<file path="config.mk">
export PLATFORM = sky130hd
export DESIGN_NAME = pipe_ifid_queue_flat
export DESIGN_NICKNAME = d
export VERILOG_FILES = /design/src/rtl/pipe_ifid_queue_if.sv /design/src/rtl/pipe_ifid_queue.sv /design/src/flat_wrapper.sv
export SDC_FILE = /design/constraint.sdc
export NUM_CORES = 1
export LEC_CHECK = 0
export BUFFER_PORTS_ARGS = -buffer_cell sky130_fd_sc_hd__buf_2
export CELL_PAD_IN_SITES_DETAIL_PLACEMENT = 1
export CELL_PAD_IN_SITES_GLOBAL_PLACEMENT = 1
export CORE_MARGIN = 3
export CORE_UTILIZATION = 30
export DETAILED_ROUTE_END_ITERATION = 16
export PLACE_DENSITY = 0.49
export SKIP_LAST_GASP = 1
export SYNTH_ARGS = -nofsm -noshare
export SYNTH_HDL_FRONTEND = slang
export SYNTH_SLANG_ARGS = --single-unit
</file>
<file path="constraint.sdc">
create_clock -name clock -period 9.1 [get_ports clock]
set_input_delay 2.275 -clock clock [delete_from_list [all_inputs] [get_ports clock]]
set_output_delay 2.275 -clock clock [all_outputs]
set_load 0.1 [all_outputs]
</file>
<file path="src/rtl/pipe_ifid_queue_if.sv">
// Fetch/decode handshake bundle for the IF/ID prefetch queue.
//   master : fetch + decode side (drives if_*, flush, id_ready; observes the rest)
//   slave  : the queue itself
// AW is the queue pointer width; count is AW+1 bits wide (0..DEPTH).
interface pipe_ifid_queue_if #(
    parameter int unsigned AW = 2
);
    logic          if_valid;
    logic [31:0]   if_ins;
    logic [31:0]   if_pc4;
    logic          if_ready;
    logic          flush;
    logic          id_ready;
    logic          id_valid;
    logic [31:0]   id_ins;
    logic [31:0]   id_pc4;
    logic [AW:0]   count;

    modport master (
        output if_valid, if_ins, if_pc4, flush, id_ready,
        input  if_ready, id_valid, id_ins, id_pc4, count
    );

    modport slave (
        input  if_valid, if_ins, if_pc4, flush, id_ready,
        output if_ready, id_valid, id_ins, id_pc4, count
    );
endinterface

</file>
<file path="src/rtl/pipe_ifid_queue.sv">
// Instruction prefetch queue between fetch and decode.
// Buffers {instruction, PC+4} pairs in order, absorbs decode stalls, and is
// emptied by a taken branch/jump (flush).
// Ports:
//   clock, reset : rising-edge clock, asynchronous active-high reset
//   q (slave)    : if_valid/if_ins/if_pc4/if_ready push side,
//                  id_valid/id_ins/id_pc4/id_ready pop side, flush, count
module pipe_ifid_queue #(
    parameter int unsigned DEPTH = 4,
    parameter int unsigned AW    = 2
) (
    input  logic              clock,
    input  logic              reset,
    pipe_ifid_queue_if.slave  q
);
    localparam int unsigned CW = AW + 1;

    typedef struct packed {
        logic [31:0] ins;
        logic [31:0] pc4;
    } entry_t;

    entry_t          mem [DEPTH];
    logic [AW-1:0]   wr_ptr;
    logic [AW-1:0]   rd_ptr;
    logic [CW-1:0]   count;

    logic            full_c;
    logic            empty_c;
    logic            push_c;
    logic            pop_c;
    entry_t          head_c;

    // Status from registered count only; no path from id_ready to if_ready.
    assign full_c  = (count == CW'(DEPTH));
    assign empty_c = (count == CW'(0));

    // Flush suppresses both sides; a full queue refuses a push even when popping.
    assign push_c = q.if_valid & ~full_c & ~q.flush;
    assign pop_c  = q.id_ready & ~empty_c & ~q.flush;

    // Pointers and occupancy.
    always_ff @(posedge clock or posedge reset) begin
        if (reset) begin
            wr_ptr <= '0;
            rd_ptr <= '0;
            count  <= '0;
        end else if (q.flush) begin
            wr_ptr <= '0;
            rd_ptr <= '0;
            count  <= '0;
        end else begin
            if (push_c) wr_ptr <= wr_ptr + AW'(1);
            if (pop_c)  rd_ptr <= rd_ptr + AW'(1);
            if (push_c && !pop_c)      count <= count + CW'(1);
            else if (pop_c && !push_c) count <= count - CW'(1);
        end
    end

    // Entry storage; contents are don't-care after reset, so no reset term.
    always_ff @(posedge clock) begin
        if (push_c) mem[wr_ptr] <= '{ins: q.if_ins, pc4: q.if_pc4};
    end

    // Head is read from storage (no fall-through) and zeroed when empty.
    always_comb begin
        head_c = '0;
        if (!empty_c) head_c = mem[rd_ptr];
    end

    assign q.if_ready = ~full_c;
    assign q.id_valid = ~empty_c;
    assign q.id_ins   = head_c.ins;
    assign q.id_pc4   = head_c.pc4;
    assign q.count    = count;
endmodule

</file>
<file path="src/flat_wrapper.sv">
// flat-port wrapper written by rule: the top's interface ports become plain ports
module pipe_ifid_queue_flat 
#(
    parameter int unsigned DEPTH = 4,
    parameter int unsigned AW    = 2
)
  (clock, reset, q_if_valid, q_if_ins, q_if_pc4, q_flush, q_id_ready, q_if_ready, q_id_valid, q_id_ins, q_id_pc4, q_count);
  pipe_ifid_queue_if #(.AW(AW)) q_i ();
  input  logic clock;
  input  logic reset;
  input wire logic [$bits(q_i.if_valid)-1:0] q_if_valid;
  input wire logic [$bits(q_i.if_ins)-1:0] q_if_ins;
  input wire logic [$bits(q_i.if_pc4)-1:0] q_if_pc4;
  input wire logic [$bits(q_i.flush)-1:0] q_flush;
  input wire logic [$bits(q_i.id_ready)-1:0] q_id_ready;
  output wire logic [$bits(q_i.if_ready)-1:0] q_if_ready;
  output wire logic [$bits(q_i.id_valid)-1:0] q_id_valid;
  output wire logic [$bits(q_i.id_ins)-1:0] q_id_ins;
  output wire logic [$bits(q_i.id_pc4)-1:0] q_id_pc4;
  output wire logic [$bits(q_i.count)-1:0] q_count;
  assign q_i.if_valid = q_if_valid;
  assign q_i.if_ins = q_if_ins;
  assign q_i.if_pc4 = q_if_pc4;
  assign q_i.flush = q_flush;
  assign q_i.id_ready = q_id_ready;
  assign q_if_ready = q_i.if_ready;
  assign q_id_valid = q_i.id_valid;
  assign q_id_ins = q_i.id_ins;
  assign q_id_pc4 = q_i.id_pc4;
  assign q_count = q_i.count;
  pipe_ifid_queue #(.DEPTH(DEPTH), .AW(AW)) u_core (.clock(clock), .reset(reset), .q(q_i));
endmodule
</file>
After elaboration in Yosys (flattened, before gate mapping). Memories as Yosys holds them, arrays and structs flattened. Index checks and enable logic that the tools add are counted.

Flip-flop bits (word level): 7. Bits in writable memories: 256. Input bits: 69. Output and inout port bits: 69. Word-level logic and storage cells: 34. Memories: 1.

Add/sub/neg operators: 4. Equality and inequality tests: 1. Multiplexer cells: 10. Bitwise operators: 7. Reductions and logical operators: 8.

Memories: u_core.mem (depth 4, bits a word 64, read ports 1, clocked after Yosys merged registers in 0, wr ports 1, line pipe_ifid_queue.sv:23) `entry_t mem [DEPTH];`.

Operators with widths (count): $mux 64 (1); $mux 3 (3); $mux 2 (4); $add 2x1->2 const B (2); $and 1x1->1 (4); $reduce_bool 2->1 (2); $add 3x1->3 const B (1); $eq 3x3->1 const B (1); $logic_not 3->1 (1); $not 1->1 (3); $reduce_bool 3->1 (1); $sub 3x1->3 const B (1); $logic_and 1x1->1 (2); $logic_not 1->1 (2); $mux 1 (2).

Depth between registers and ports, before layout.
Depth in word-level cells: 9. Gate-level depth with buffers: 10. Mapped depth without buffers: 9.

Worst setup path before layout. OpenSTA, ideal clock, no wires.

Kind: register -> output. Start: register u_core.count[2] (netlist: u_core.q.count[2]). End: output q_id_ins[22]. Data arrival time: 3.164 ns. Data required time: 6.825 ns. Slack: 3.661 ns. Cell stages (with the launch flop): 5. Path buffers: 2. Cells stage by stage: dfrtp_1 buf_4 or3_4 clkbuf_1 and2_1.

Longest elaborated chain between the ends: 2.

RTL lines: from (decl) (line pipe_ifid_queue.sv:26) `logic [CW-1:0] count;`; from (signal assigned) (line pipe_ifid_queue.sv:55) `if (push_c && !pop_c) count <= count + CW'(1);`; from (signal assigned) (line pipe_ifid_queue.sv:56) `else if (pop_c && !push_c) count <= count - CW'(1);`; $logic_not 3->1 (line pipe_ifid_queue.sv:36) `assign empty_c = (count == CW'(0));`; $mux 64 (line pipe_ifid_queue.sv:68) `if (!empty_c) head_c = mem[rd_ptr];`; to (decl) (line flat_wrapper.sv:18) `output wire logic [$bits(q_i.id_ins)-1:0] q_id_ins;`.

Every way passes these cells.

Final worst setup path.
Start: register u_core.rd_ptr[0]. End: output q_id_pc4[20].

Longest elaborated chain between the ends: 2.

RTL lines: from (decl) (line pipe_ifid_queue.sv:25) `logic [AW-1:0] rd_ptr;`; from (signal assigned) (line pipe_ifid_queue.sv:54) `if (pop_c) rd_ptr <= rd_ptr + AW'(1);`; $mem_v2 4x64; $mux 64 (line pipe_ifid_queue.sv:68); to (decl) (line flat_wrapper.sv:19) `output wire logic [$bits(q_i.id_pc4)-1:0] q_id_pc4;`.

Every way passes these cells.

==> impl_results.md <==
* Outcome: completed
* I/O Buffers at about 140
* Initial core utilization at 30.9%
* IO Count at 138
* Synth unique cells at 27
* Crit path from: u_core.rd_ptr[0]
* Tot GR Track Use at 12.5%
* Setup Fix Bufs, Post-CTS at 0
* GRT overflow at 0
* Slew Limit Headroom at 40.0%
* CP delay by family, top: buffers and inverters
* Min cycle time layout at 5530 ps
* Commonest non-fill, non-tap cell in the layout: edfxtp_1
* M1 WL at 9650 um
* Antenna violations before repair at 3
* # DRC at 0
* Std-Cell Rows at 66
* CTS tree: done
* Sequential area share after synthesis at 77.1%
* Slowest cell on crit path: dfrtp_4
* Fraction of layout cells with a size suffix above 1 at 39.8%
* Worst setup EP type: primary output
* Total wire length at 22600 um
* P&R area growth vs syn at 20.3%
* Hpwl dp at between 10000 and 15000 um
* CTS clk-pin slew, worst paths at 60 ps
* Synth async-reset ratio at 2.66%
* Post-CTS sizing at 0
* Internal reg-to-reg setup slack at just over 6000 ps
* Syn_nets at between 500 and 600
* Number of global-route vias before repair at 5759
* WL met2 at approximately 11000 um
* Syn avg cell area at 21.8 um^2
* Crit Path Max Fanout at between 40 and 50
* Worst path required time at 6830 ps
* Fin nets at 690
* Max Clk Rate at 181 MHz
* Synthesized flop and latch total at 263
* Crit Path Class: flip-flop to primary output
* Max-slew violations at 0
* Tcrit/Tclk final at 60.8%
* Routed Antenna Nets at 0
* Arrival time worst endpoint at 3260 ps
* Largest net degree at the start of global routing at 69
* Synth Warn # at 0
* CTS root buf: clkbuf_16
* DR iter-0 viols at between 200 and 300
* Highest routed layer: met5
* Vias/cell at 4.55
* Crit Reg-Reg Startpoint: u_core.q.count[0]
* FF-to-FF End: u_core.q.count[1]
* Num CTS Buffers at 30
* Setup tns final at 0 ps
* Met3 WL post-DR at 1250 um
* Endpoints failing hold at 0
* Die area at 0.0363 mm^2
* RSZ-0062 raised after global routing: no
* CTS Sinks at 263
* Setup Skew at about 8.3 ps
* Max Cap Viol at 0
* Worst skew pair latency at 540 ps
* Commonest cells after routing, fill and taps aside: 256 x edfxtp_1, 137 x buf_2, 65 x and2_1, 64 x mux4_2, 31 x clkbuf_16
* Synth Cell Area at between 0.01 and 0.015 mm^2
* EDFF count, synth at approximately 260
* CTS max path bufs at 3
* CORE AREA at between 0.03 and 0.04 mm^2
* WHS Path Cells at 2
* Hold Startpoint: u_core.wr_ptr[1]
* Die W at roughly 190 um
* Hold Crit Class: flip-flop to flip-flop
* # setup viols final at 0
* CP Buf/Inv Count at 2
* Most used DFF post-synth: edfxtp_1
* Overall die height at 190 um
* Cells after synthesis at between 400 and 500
* Crit path cell chain: buf_4 > mux4_2 > and2_1 > buf_2
* Worst path max stage delay at between 700 and 800 ps
* First-pass GRT wire length at 34600 um
* H-tree levels at 1
* CTS Hold Buffers Added at 0
* Via count at 4930
* GP Congestion at 0.656
* R2r worst-path depth at 7
* Drt pass-1 iters at 4
* Hold Crit Endpoint: u_core.wr_ptr[1]
* CP startpoint kind: flip-flop
* Worst slew pin tran at 900 ps
* Wirelength per Cell at 20.9 um
worst register-to-register path: cells and delay by family (launching register included):
kind | cells | cell delay (ps)
and+or+nand+nor | 3 | 1150
DFF | 1 | 500
adders and majority gates | 1 | 460
AOI/OAI and AO/OA | 3 | 810
cells in the mapped netlist (all sizes together), types with 3 or more instances:
library cell,n,area (um^2)
xor2,4,35.0
xnor2,3,26.3
clkbuf,8,30.0
mux4,64,1440
nor2,8,30.0
inv,6,22.5
buf,18,135
dfrtp,7,175
ha,4,50.1
edfxtp,256,7690
nand2,5,18.8
and2,69,432
flip-flops by register name, summed over array words and instances (netlist names):
register,flops
u_core.q.count,3
u_core.mem,256
u_core.wr_ptr,2
u_core.rd_ptr,2
worst max path at each step:
stage	to	cells after the start	slack, ps
floorplan	q_id_ins[22]	4	3660
global placement	q_id_ins[28]	4	3990
detailed placement	q_id_ins[18]	4	4000
CTS	q_id_pc4[3]	4	3400
global route	q_id_pc4[19]	4	3280
finish	q_id_pc4[20]	4	3570
cell families after synthesis:
kind of cell               share of synthesized area, %
AOI/OAI and AO/OA                                 0.491
xor gates and xnor gates                          0.601
adders and majority gates                         0.687
buffers and inverters                              1.84
DFF                                                77.1
muxes                                              14.2
and+or+nand+nor                                    5.10
metal layers:
metal | vias up | track usage [%]
li1 | 2184 | -
met1 | 2576 | 15.7
met2 | 122 | 21.9
met3 | 44 | 3.18
met4 | 4 | 3.08
met5 | - | 0
metrics by stage:
stage | cells | hold slack (ps) | area (um^2) | utilization (%) | setup slack (ps)
floorplan | 467 | 543 | 10200 | - | 3660
global placement | 1026 | 556 | 11300 | 34.3 | 3990
detailed placement | 1026 | 575 | 11300 | 34.3 | 4000
CTS | 1082 | 583 | 12300 | 37.2 | 3400
global route | 1082 | 641 | 12300 | 37.2 | 3280
finish | 1083 | 580 | 12300 | 37.2 | 3570
area by class of cell:
type	instances	area, um^2
Tap cell	442	553
Sequential cell	263	7870
Antenna cell	1	2.50
Fill cell	3283	20800
Clock inverter	10	75.1
Inverter	6	22.5
Clock buffer	46	862
Timing Repair Buffer	143	731
Multi-Input combinational cell	172	2160
Power is left out: the tool's default activity adds up to more than one toggle a clock period on the data nets, which glitch-free logic cannot reach.
